$ cat config.mk
export PLATFORM = sky130hd
export DESIGN_NAME = onchip_mem_arbiter_flat
export DESIGN_NICKNAME = d
export VERILOG_FILES = /design/src/rtl/onchip_mem_arbiter_if.sv /design/src/rtl/onchip_mem_arbiter.sv /design/src/flat_wrapper.sv
export SDC_FILE = /design/constraint.sdc
export NUM_CORES = 1
export LEC_CHECK = 0
export ABC_AREA = 1
export BUFFER_PORTS_ARGS = -buffer_cell sky130_fd_sc_hd__buf_4
export CORE_AREA = 2 2 105 107
export DETAILED_ROUTE_END_ITERATION = 8
export DIE_AREA = 0 0 107 109
export HOLD_SLACK_MARGIN = 0.03
export SYNTH_ARGS = -nofsm -noshare
export SYNTH_HDL_FRONTEND = slang
export SYNTH_SLANG_ARGS = --single-unit
$ cat constraint.sdc
create_clock -name clk -period 1.8 [get_ports clk]
set_input_delay 0.18 -clock clk [delete_from_list [all_inputs] [get_ports clk]]
set_output_delay 0.18 -clock clk [all_outputs]
set_load 0.02 [all_outputs]
$ cat src/rtl/onchip_mem_arbiter_if.sv
// Avalon-MM link between one system master and the on-chip RAM arbiter.
interface onchip_mem_arbiter_if #(
  parameter int ADDR_W = 15
);
  logic [ADDR_W-1:0] address;
  logic [3:0]        byteenable;
  logic              read;
  logic              write;
  logic [31:0]       writedata;
  logic              waitrequest;
  logic [31:0]       readdata;
  logic              readdatavalid;

  modport master (
    output address, byteenable, read, write, writedata,
    input  waitrequest, readdata, readdatavalid
  );

  modport slave (
    input  address, byteenable, read, write, writedata,
    output waitrequest, readdata, readdatavalid
  );
endinterface

$ cat src/rtl/onchip_mem_arbiter.sv
// Round-robin two-master arbiter for a single-port 1-cycle-latency RAM; grants are
// combinational, read data returns one cycle after acceptance, OOR accesses never reach the RAM.
module onchip_mem_arbiter #(
  parameter int          ADDR_W   = 15,
  parameter int unsigned DEPTH    = 30000,
  parameter logic [31:0] OOR_DATA = 32'hDEADBEEF
) (
  input  logic                 clk,
  input  logic                 reset_n,
  input  logic                 reset_req,
  onchip_mem_arbiter_if.slave  m0,
  onchip_mem_arbiter_if.slave  m1,
  output logic [ADDR_W-1:0]    mem_address,
  output logic [3:0]           mem_byteenable,
  output logic                 mem_chipselect,
  output logic                 mem_write,
  output logic [31:0]          mem_writedata,
  output logic                 mem_clken,
  input  logic [31:0]          mem_readdata,
  output logic [7:0]           oor_count
);

  logic        req0, req1;
  logic        winner, gnt, grant0, grant1;
  logic        win_read, win_write, oor;
  logic        last_grant, rdv_pending, rd_tag, rd_oor;
  logic [31:0] rd_data;

  assign req0 = m0.read | m0.write;
  assign req1 = m1.read | m1.write;

  always_comb begin
    winner = req1;
    if (req0 && req1) winner = ~last_grant;
  end

  // Grants are also withheld while reset_n is low so waiting masters see waitrequest.
  assign gnt    = reset_n & ~reset_req & (req0 | req1);
  assign grant0 = gnt & ~winner;
  assign grant1 = gnt & winner;

  assign m0.waitrequest = req0 & ~grant0;
  assign m1.waitrequest = req1 & ~grant1;

  assign win_write = winner ? m1.write : m0.write;
  assign win_read  = (winner ? m1.read : m0.read) & ~win_write;

  assign mem_address    = grant1 ? m1.address    : m0.address;
  assign mem_byteenable = grant1 ? m1.byteenable : m0.byteenable;
  assign mem_writedata  = grant1 ? m1.writedata  : m0.writedata;

  assign oor            = 32'(mem_address) >= DEPTH;
  assign mem_chipselect = gnt & ~oor;
  assign mem_write      = mem_chipselect & win_write;
  assign mem_clken      = ~reset_req;

  // RAM output is unregistered, so returned data is steered straight from mem_readdata.
  assign rd_data = rd_oor ? OOR_DATA : mem_readdata;

  assign m0.readdatavalid = rdv_pending & ~rd_tag;
  assign m1.readdatavalid = rdv_pending &  rd_tag;
  assign m0.readdata      = m0.readdatavalid ? rd_data : mem_readdata;
  assign m1.readdata      = m1.readdatavalid ? rd_data : mem_readdata;

  always_ff @(posedge clk or negedge reset_n) begin
    if (!reset_n) begin
      last_grant  <= 1'b1;
      rdv_pending <= 1'b0;
      rd_tag      <= 1'b0;
      rd_oor      <= 1'b0;
      oor_count   <= 8'd0;
    end else begin
      rdv_pending <= gnt & win_read;
      if (gnt) last_grant <= winner;
      if (gnt && win_read) begin
        rd_tag <= winner;
        rd_oor <= oor;
      end
      if (gnt && oor && oor_count != 8'hFF) oor_count <= oor_count + 8'd1;
    end
  end

endmodule

$ cat src/flat_wrapper.sv
// flat-port wrapper written by rule: the top's interface ports become plain ports
module onchip_mem_arbiter_flat 
#(
  parameter int          ADDR_W   = 15,
  parameter int unsigned DEPTH    = 30000,
  parameter logic [31:0] OOR_DATA = 32'hDEADBEEF
)
  (clk, reset_n, reset_req, mem_address, mem_byteenable, mem_chipselect, mem_write, mem_writedata, mem_clken, mem_readdata, oor_count, m0_address, m0_byteenable, m0_read, m0_write, m0_writedata, m0_waitrequest, m0_readdata, m0_readdatavalid, m1_address, m1_byteenable, m1_read, m1_write, m1_writedata, m1_waitrequest, m1_readdata, m1_readdatavalid);
  onchip_mem_arbiter_if #(.ADDR_W(ADDR_W)) m0_i ();
  onchip_mem_arbiter_if #(.ADDR_W(ADDR_W)) m1_i ();
  input  logic clk;
  input  logic reset_n;
  input  logic reset_req;
  output logic [ADDR_W-1:0] mem_address;
  output logic [3:0] mem_byteenable;
  output logic mem_chipselect;
  output logic mem_write;
  output logic [31:0] mem_writedata;
  output logic mem_clken;
  input  logic [31:0] mem_readdata;
  output logic [7:0] oor_count;
  input wire logic [$bits(m0_i.address)-1:0] m0_address;
  input wire logic [$bits(m0_i.byteenable)-1:0] m0_byteenable;
  input wire logic [$bits(m0_i.read)-1:0] m0_read;
  input wire logic [$bits(m0_i.write)-1:0] m0_write;
  input wire logic [$bits(m0_i.writedata)-1:0] m0_writedata;
  output wire logic [$bits(m0_i.waitrequest)-1:0] m0_waitrequest;
  output wire logic [$bits(m0_i.readdata)-1:0] m0_readdata;
  output wire logic [$bits(m0_i.readdatavalid)-1:0] m0_readdatavalid;
  input wire logic [$bits(m1_i.address)-1:0] m1_address;
  input wire logic [$bits(m1_i.byteenable)-1:0] m1_byteenable;
  input wire logic [$bits(m1_i.read)-1:0] m1_read;
  input wire logic [$bits(m1_i.write)-1:0] m1_write;
  input wire logic [$bits(m1_i.writedata)-1:0] m1_writedata;
  output wire logic [$bits(m1_i.waitrequest)-1:0] m1_waitrequest;
  output wire logic [$bits(m1_i.readdata)-1:0] m1_readdata;
  output wire logic [$bits(m1_i.readdatavalid)-1:0] m1_readdatavalid;
  assign m0_i.address = m0_address;
  assign m0_i.byteenable = m0_byteenable;
  assign m0_i.read = m0_read;
  assign m0_i.write = m0_write;
  assign m0_i.writedata = m0_writedata;
  assign m0_waitrequest = m0_i.waitrequest;
  assign m0_readdata = m0_i.readdata;
  assign m0_readdatavalid = m0_i.readdatavalid;
  assign m1_i.address = m1_address;
  assign m1_i.byteenable = m1_byteenable;
  assign m1_i.read = m1_read;
  assign m1_i.write = m1_write;
  assign m1_i.writedata = m1_writedata;
  assign m1_waitrequest = m1_i.waitrequest;
  assign m1_readdata = m1_i.readdata;
  assign m1_readdatavalid = m1_i.readdatavalid;
  onchip_mem_arbiter #(.ADDR_W(ADDR_W), .DEPTH(DEPTH), .OOR_DATA(OOR_DATA)) u_core (.clk(clk), .reset_n(reset_n), .reset_req(reset_req), .m0(m0_i), .m1(m1_i), .mem_address(mem_address), .mem_byteenable(mem_byteenable), .mem_chipselect(mem_chipselect), .mem_write(mem_write), .mem_writedata(mem_writedata), .mem_clken(mem_clken), .mem_readdata(mem_readdata), .oor_count(oor_count));
endmodule
==> After elaboration in Yosys (flattened, before gate mapping) <==
Index checks and enable logic that the tools add are counted.
{ "word_totals": {"latch_bits": 0, "wordCells": 44, "in_bits": 141, "output_inout_bits": 130, "ramBits": 0, "n_memories": 0, "rom_bits": 0, "regBits": 12} }
{ "classes": {"bitwise_logic": 23, "n_div": 0, "mul": 0, "shifts": 0, "n_reduce_logical": 4, "n_eq_ne": 1, "n_mux": 9, "n_addsub": 1, "n_lt_le_gt_ge": 1} }
{ "op_table": {"columns": ["operator", "count"], "rows": [
  ["32-bit 2-to-1 mux", 4],
  ["15-bit greater-or-equal comparator, second input constant", 1],
  ["15-bit 2-to-1 mux", 1],
  ["1-bit bitwise AND", 12],
  ["8-bit by 1-bit adder with 8-bit output, second input constant", 1],
  ["8-bit inequality test, second input constant", 1],
  ["1-bit inverter", 8],
  ["1-bit logical AND", 4],
  ["4-bit 2-to-1 mux", 1],
  ["1-bit 2-to-1 mux", 3],
  ["1-bit bitwise OR", 3]
]} }

==> Logic depth before layout (Yosys ltp) <==
{ "logic_depth": {"word_depth": 9, "ltp_mapped": 13, "mapped_depth_nobuf": 12} }

==> Least setup slack after synthesis <==
Ideal clock, no wire load.
{ "synth_path": {"path_kind": "reg-to-output", "startpoint": "reg u_core.last_grant", "endpoint": "out mem_write", "t_required_ps": 1620, "arrival_ps": 1715, "path_buffers": 0, "stages_incl_launch_ff": 10, "path_slack_ps": -95, "cell_sequence": "dfstp_2 -> o21ai_4 -> nand3_4 -> inv_4 -> or2_2 -> o21ai_1 -> nand3_4 -> nand2_2 -> nand2_2 -> nor2_2"} }
{ "synth_via": {"elab_chain_cells": 8} }
{ "synth_lines": {"columns": ["item", "line_no", "source"], "rows": [
  ["start: declaration", "onchip_mem_arbiter.sv:26", "logic last_grant, rdv_pending, rd_tag, rd_oor;"],
  ["start signal: assignment", "onchip_mem_arbiter.sv:74", "if (gnt) last_grant <= winner;"],
  ["1-bit inverter *", "onchip_mem_arbiter.sv:34", "if (req0 && req1) winner = ~last_grant;"],
  ["1-bit 2-to-1 mux *", "onchip_mem_arbiter.sv:34", null],
  ["1-bit bitwise AND", "onchip_mem_arbiter.sv:40", "assign grant1 = gnt & winner;"],
  ["15-bit 2-to-1 mux", "onchip_mem_arbiter.sv:48", "assign mem_address = grant1 ? m1.address : m0.address;"],
  ["15-bit greater-or-equal comparator", "onchip_mem_arbiter.sv:52", "assign oor = 32'(mem_address) >= DEPTH;"],
  ["1-bit inverter", "onchip_mem_arbiter.sv:53", "assign mem_chipselect = gnt & ~oor;"],
  ["1-bit bitwise AND", "onchip_mem_arbiter.sv:53", null],
  ["1-bit bitwise AND *", "onchip_mem_arbiter.sv:54", "assign mem_write = mem_chipselect & win_write;"],
  ["end: declaration", "flat_wrapper.sv:17", "output logic mem_write;"]
]} }
Every way passes the cells marked *; elsewhere a longest branch is shown, timed or not.

==> Worst setup path after layout <==
Ends and elaborated chain as after synthesis.

==> flow_metrics.tcl <==
set metrics [dict create \
    postRouteWirelength_um 9870 \
    number_of_i_o_pins 271 \
    groute.layer.met2.usage_pct 31.5 \
    hold_end "u_core.rd_oor" \
    timing.critical_path.fanout_max 6 \
    synthesis.instances 383 \
    avgRoutedWirePerCell_um 12.1 \
    worst_setup_path_start_kind "flip-flop" \
    cts.root.buffer_cell "clkbuf_8" \
    placeableCoreArea_um2 10600 \
    layout.cells.most_common "buf_4" \
    combPwrFrac_pct 69.7 \
    clkLatencyLatePin_ps 250 \
    layout_min_cycle_time_ps 2020 \
    drt_first_iter_violations 163 \
    post_synth_num_cell_types 29 \
    placement.io_buffers 270 \
    net-switching-power_uw 861 \
    syn-num-nets 525 \
    drc_errors 0 \
    cts_buffer_depth 2 \
    worstRegToRegCells 13 \
    ff2ff_setup_slack_ps -20 \
    maximum_number_of_pins_on_one_net_before_global_route_repair 39 \
    globalRoute.busiestLayer "met2" \
    synth_area_um2 1900 \
    viasPerCell 4.08 \
    synth_warnings 0 \
    worstSetupPathType "reg2out" \
    dominantRegCellSynth "dfrtp_1" \
    num_vias 3324 \
    clkPwrFrac_pct 13.1 \
    drt_pass1_iterations 4 \
    critical_path_arrival_ps 1840 \
    synth_enable_flop_cells 0 \
    hold_path.class "in2reg" \
    design.die.area_um2 11700 \
    ys_seq_area_share_pct 15.9 \
    num-nets-final 817 \
    worst_slew_margin_rel_pct 66.5 \
    required_ps 1620 \
    clock-skew-final_ps 3.89 \
    worstHoldStart "m1_address[11]" \
    leakage_uw 0.00288 \
    cts.clk_slew.worst_paths_ps 50 \
    yosys_register_bits 12 \
    drt.antenna.violating_nets 0 \
    post_route_cells_drive_above_1_share_pct 50.1 \
    dp_cells 804 \
    timing.final.setup_violations 11 \
    cap_viol_max_count 0 \
    ys_async_sr_fraction_pct 100 \
    antenna_found_initial 0 \
    dpl.hpwl_um 8620 \
    power_density_nw_per_um2 448 \
    worst-slew-pin-transition_ps 501 \
    post-route-worst-setup-slack_ps -223 \
    floorplan.die.width_um 107 \
    setup_tns_ps -551 \
    grt_setup_unrepaired "yes" \
    sequentialPowerShare_pct 17.2 \
    violations "negative setup slack" \
    placed_cell_area_um2 4250 \
    cts_bufs_inserted 3 \
    globalRouteMet1Util_pct 13.9 \
    power.ir.vdd_worst_uv 178 \
    gp_congestion 0.778 \
    timing.fmax_mhz 494 \
    cell_internal_pwr_uw 1140 \
    run_status "complete, but fails checks" \
    netSwitchingFraction_pct 43.1 \
    grt_pass1_wl_um 14000 \
    synthToLayoutAreaGrowth_pct 135 \
    rows 38 \
    post_layout_nonfiller_instances 814 \
    track_usage_pct 15.1 \
    initial_core_util_pct 17.9 \
    setup.worst_path.end_class "output pin" \
    finalMaxSlewViolations 0 \
    finish.instance_area_um2 4460 \
    critical_path.reg2reg.startpoint "u_core.last_grant" \
    grt.met3_usage_pct 4.12 \
    die-height_um 109 \
    finalPower_uw 2000 \
    cts.htree.levels 1 \
    fin_crit_sh_pct 112 \
    holdPathStages 5 \
    cts.sink_count 12 \
    layout_common_cells "buf_4, nand2_1, inv_1" \
    antenna-diode-count 0 \
    tritoncts "yes" \
    grt_pass1_vias 2902 \
    r2r-end "u_core.oor_count[2]" \
    timing_hold_violations_final 0 \
    globalRoute.totalOverflow 0 \
    post_synth.cell_area_avg_um2 4.95 \
]
## flip-flops by register name (all words and copies together) (netlist names)
signal	flops
u_core.rdv_pending	1
u_core.oor_count	8
u_core.last_grant	1
u_core.rd_oor	1
u_core.rd_tag	1
## synthesized netlist by cell type, types with 2 or more instances
master    instances  area, um2
o21ai_0           2       10.0
nand2_2           5       31.3
nand3_4           3       52.6
o21ai_1           2       10.0
clkbuf_1         14       52.6
xor2_1            5       43.8
nand4_1          14       87.6
dfrtp_1          11        275
nand2_1         238        893
nor2_1            7       26.3
inv_1            60        225
nand3_1           4       20.0
nor2_4            2       22.5
## timing repair
action                                 in CTS  in global routing
endpoints found under the hold margin      11                  0
setup endpoints to repair                  49                 51
setup buffers                               3                  2
pin swaps                                   4                  7
gates resized for setup                    11                 20
hold buffers                                1                  0
cloned                                      1                  0
## critical path: stages (launching register included)
cell     delay (ps)
dfstp_2         550
o21ai_4          90
buf_6           140
nand4_1         120
nand2_2          80
nand2_1          60
nand2_1          60
nand2_2          90
nand3_4          70
nand2_4          80
nand2_4          60
nor2_4           80
buf_6           120
## how the worst max path moves through the flow
stage                      startpoint              to  slack, ps  cells past startpoint
detailed placement  u_core.last_grant  mem_chipselect        -90                     13
finish              u_core.last_grant       mem_write       -220                     12
CTS                 u_core.last_grant  mem_chipselect       -240                     13
global placement    u_core.last_grant  mem_chipselect        -70                     13
floorplan           u_core.last_grant       mem_write          7                     10
global route        u_core.last_grant  mem_chipselect       -330                     12
## power by group through the flow
stage	registers [uW]	clock network (uW)	logic, uW
after floorplan	364	0	600
after global placement	346	0	1330
after detailed placement	348	0	1350
after CTS	343	265	1370
after global routing	349	283	1500
final	343	263	1390
## through the flow
| stage | setup WS (ps) | hold slack, ps | utilization [%] |
|---|---|---|---|
| 3_3_place_gp | -65.2 | 127 | 40.1 |
| 2_1_floorplan | 7.45 | -116 | - |
| 5_1_grt | -331 | 392 | 42.1 |
| 4_1_cts | -236 | 375 | 41.2 |
| 3_5_place_dp | -86.9 | 127 | 40.1 |
| 6_report | -223 | 366 | 42.1 |
## kinds of logic after synthesis
| logic type | after synthesis | synth area share [%] |
|---|---|---|
| buffers and inverters | 78 | 16.2 |
| xor gates and xnor gates | 6 | 2.77 |
| muxes | 1 | 0.528 |
| AOI/OAI and AO/OA | 8 | 2.97 |
| DFF | 12 | 15.9 |
| adders and majority gates | 1 | 0.660 |
| and+or+nand+nor | 277 | 61.0 |
## routing by layer
metal | up-vias | routed length, um | share of wire, %
met3 | 9 | 1030 | 10
met5 | - | 0 | 0
met2 | 169 | 5470 | 55
li1 | 1712 | - | -
met4 | 0 | 132 | 1.3
met1 | 1434 | 3240 | 33
## cell type report
type	instances	area, um2
multi-input combinational	294	1380
sequential	12	302
timing repair buffer	302	2330
fill	1109	6140
clock buffer	4	45.0
inverter	62	235
tap	140	175
Note: power is estimated with default switching activity, not from simulation.
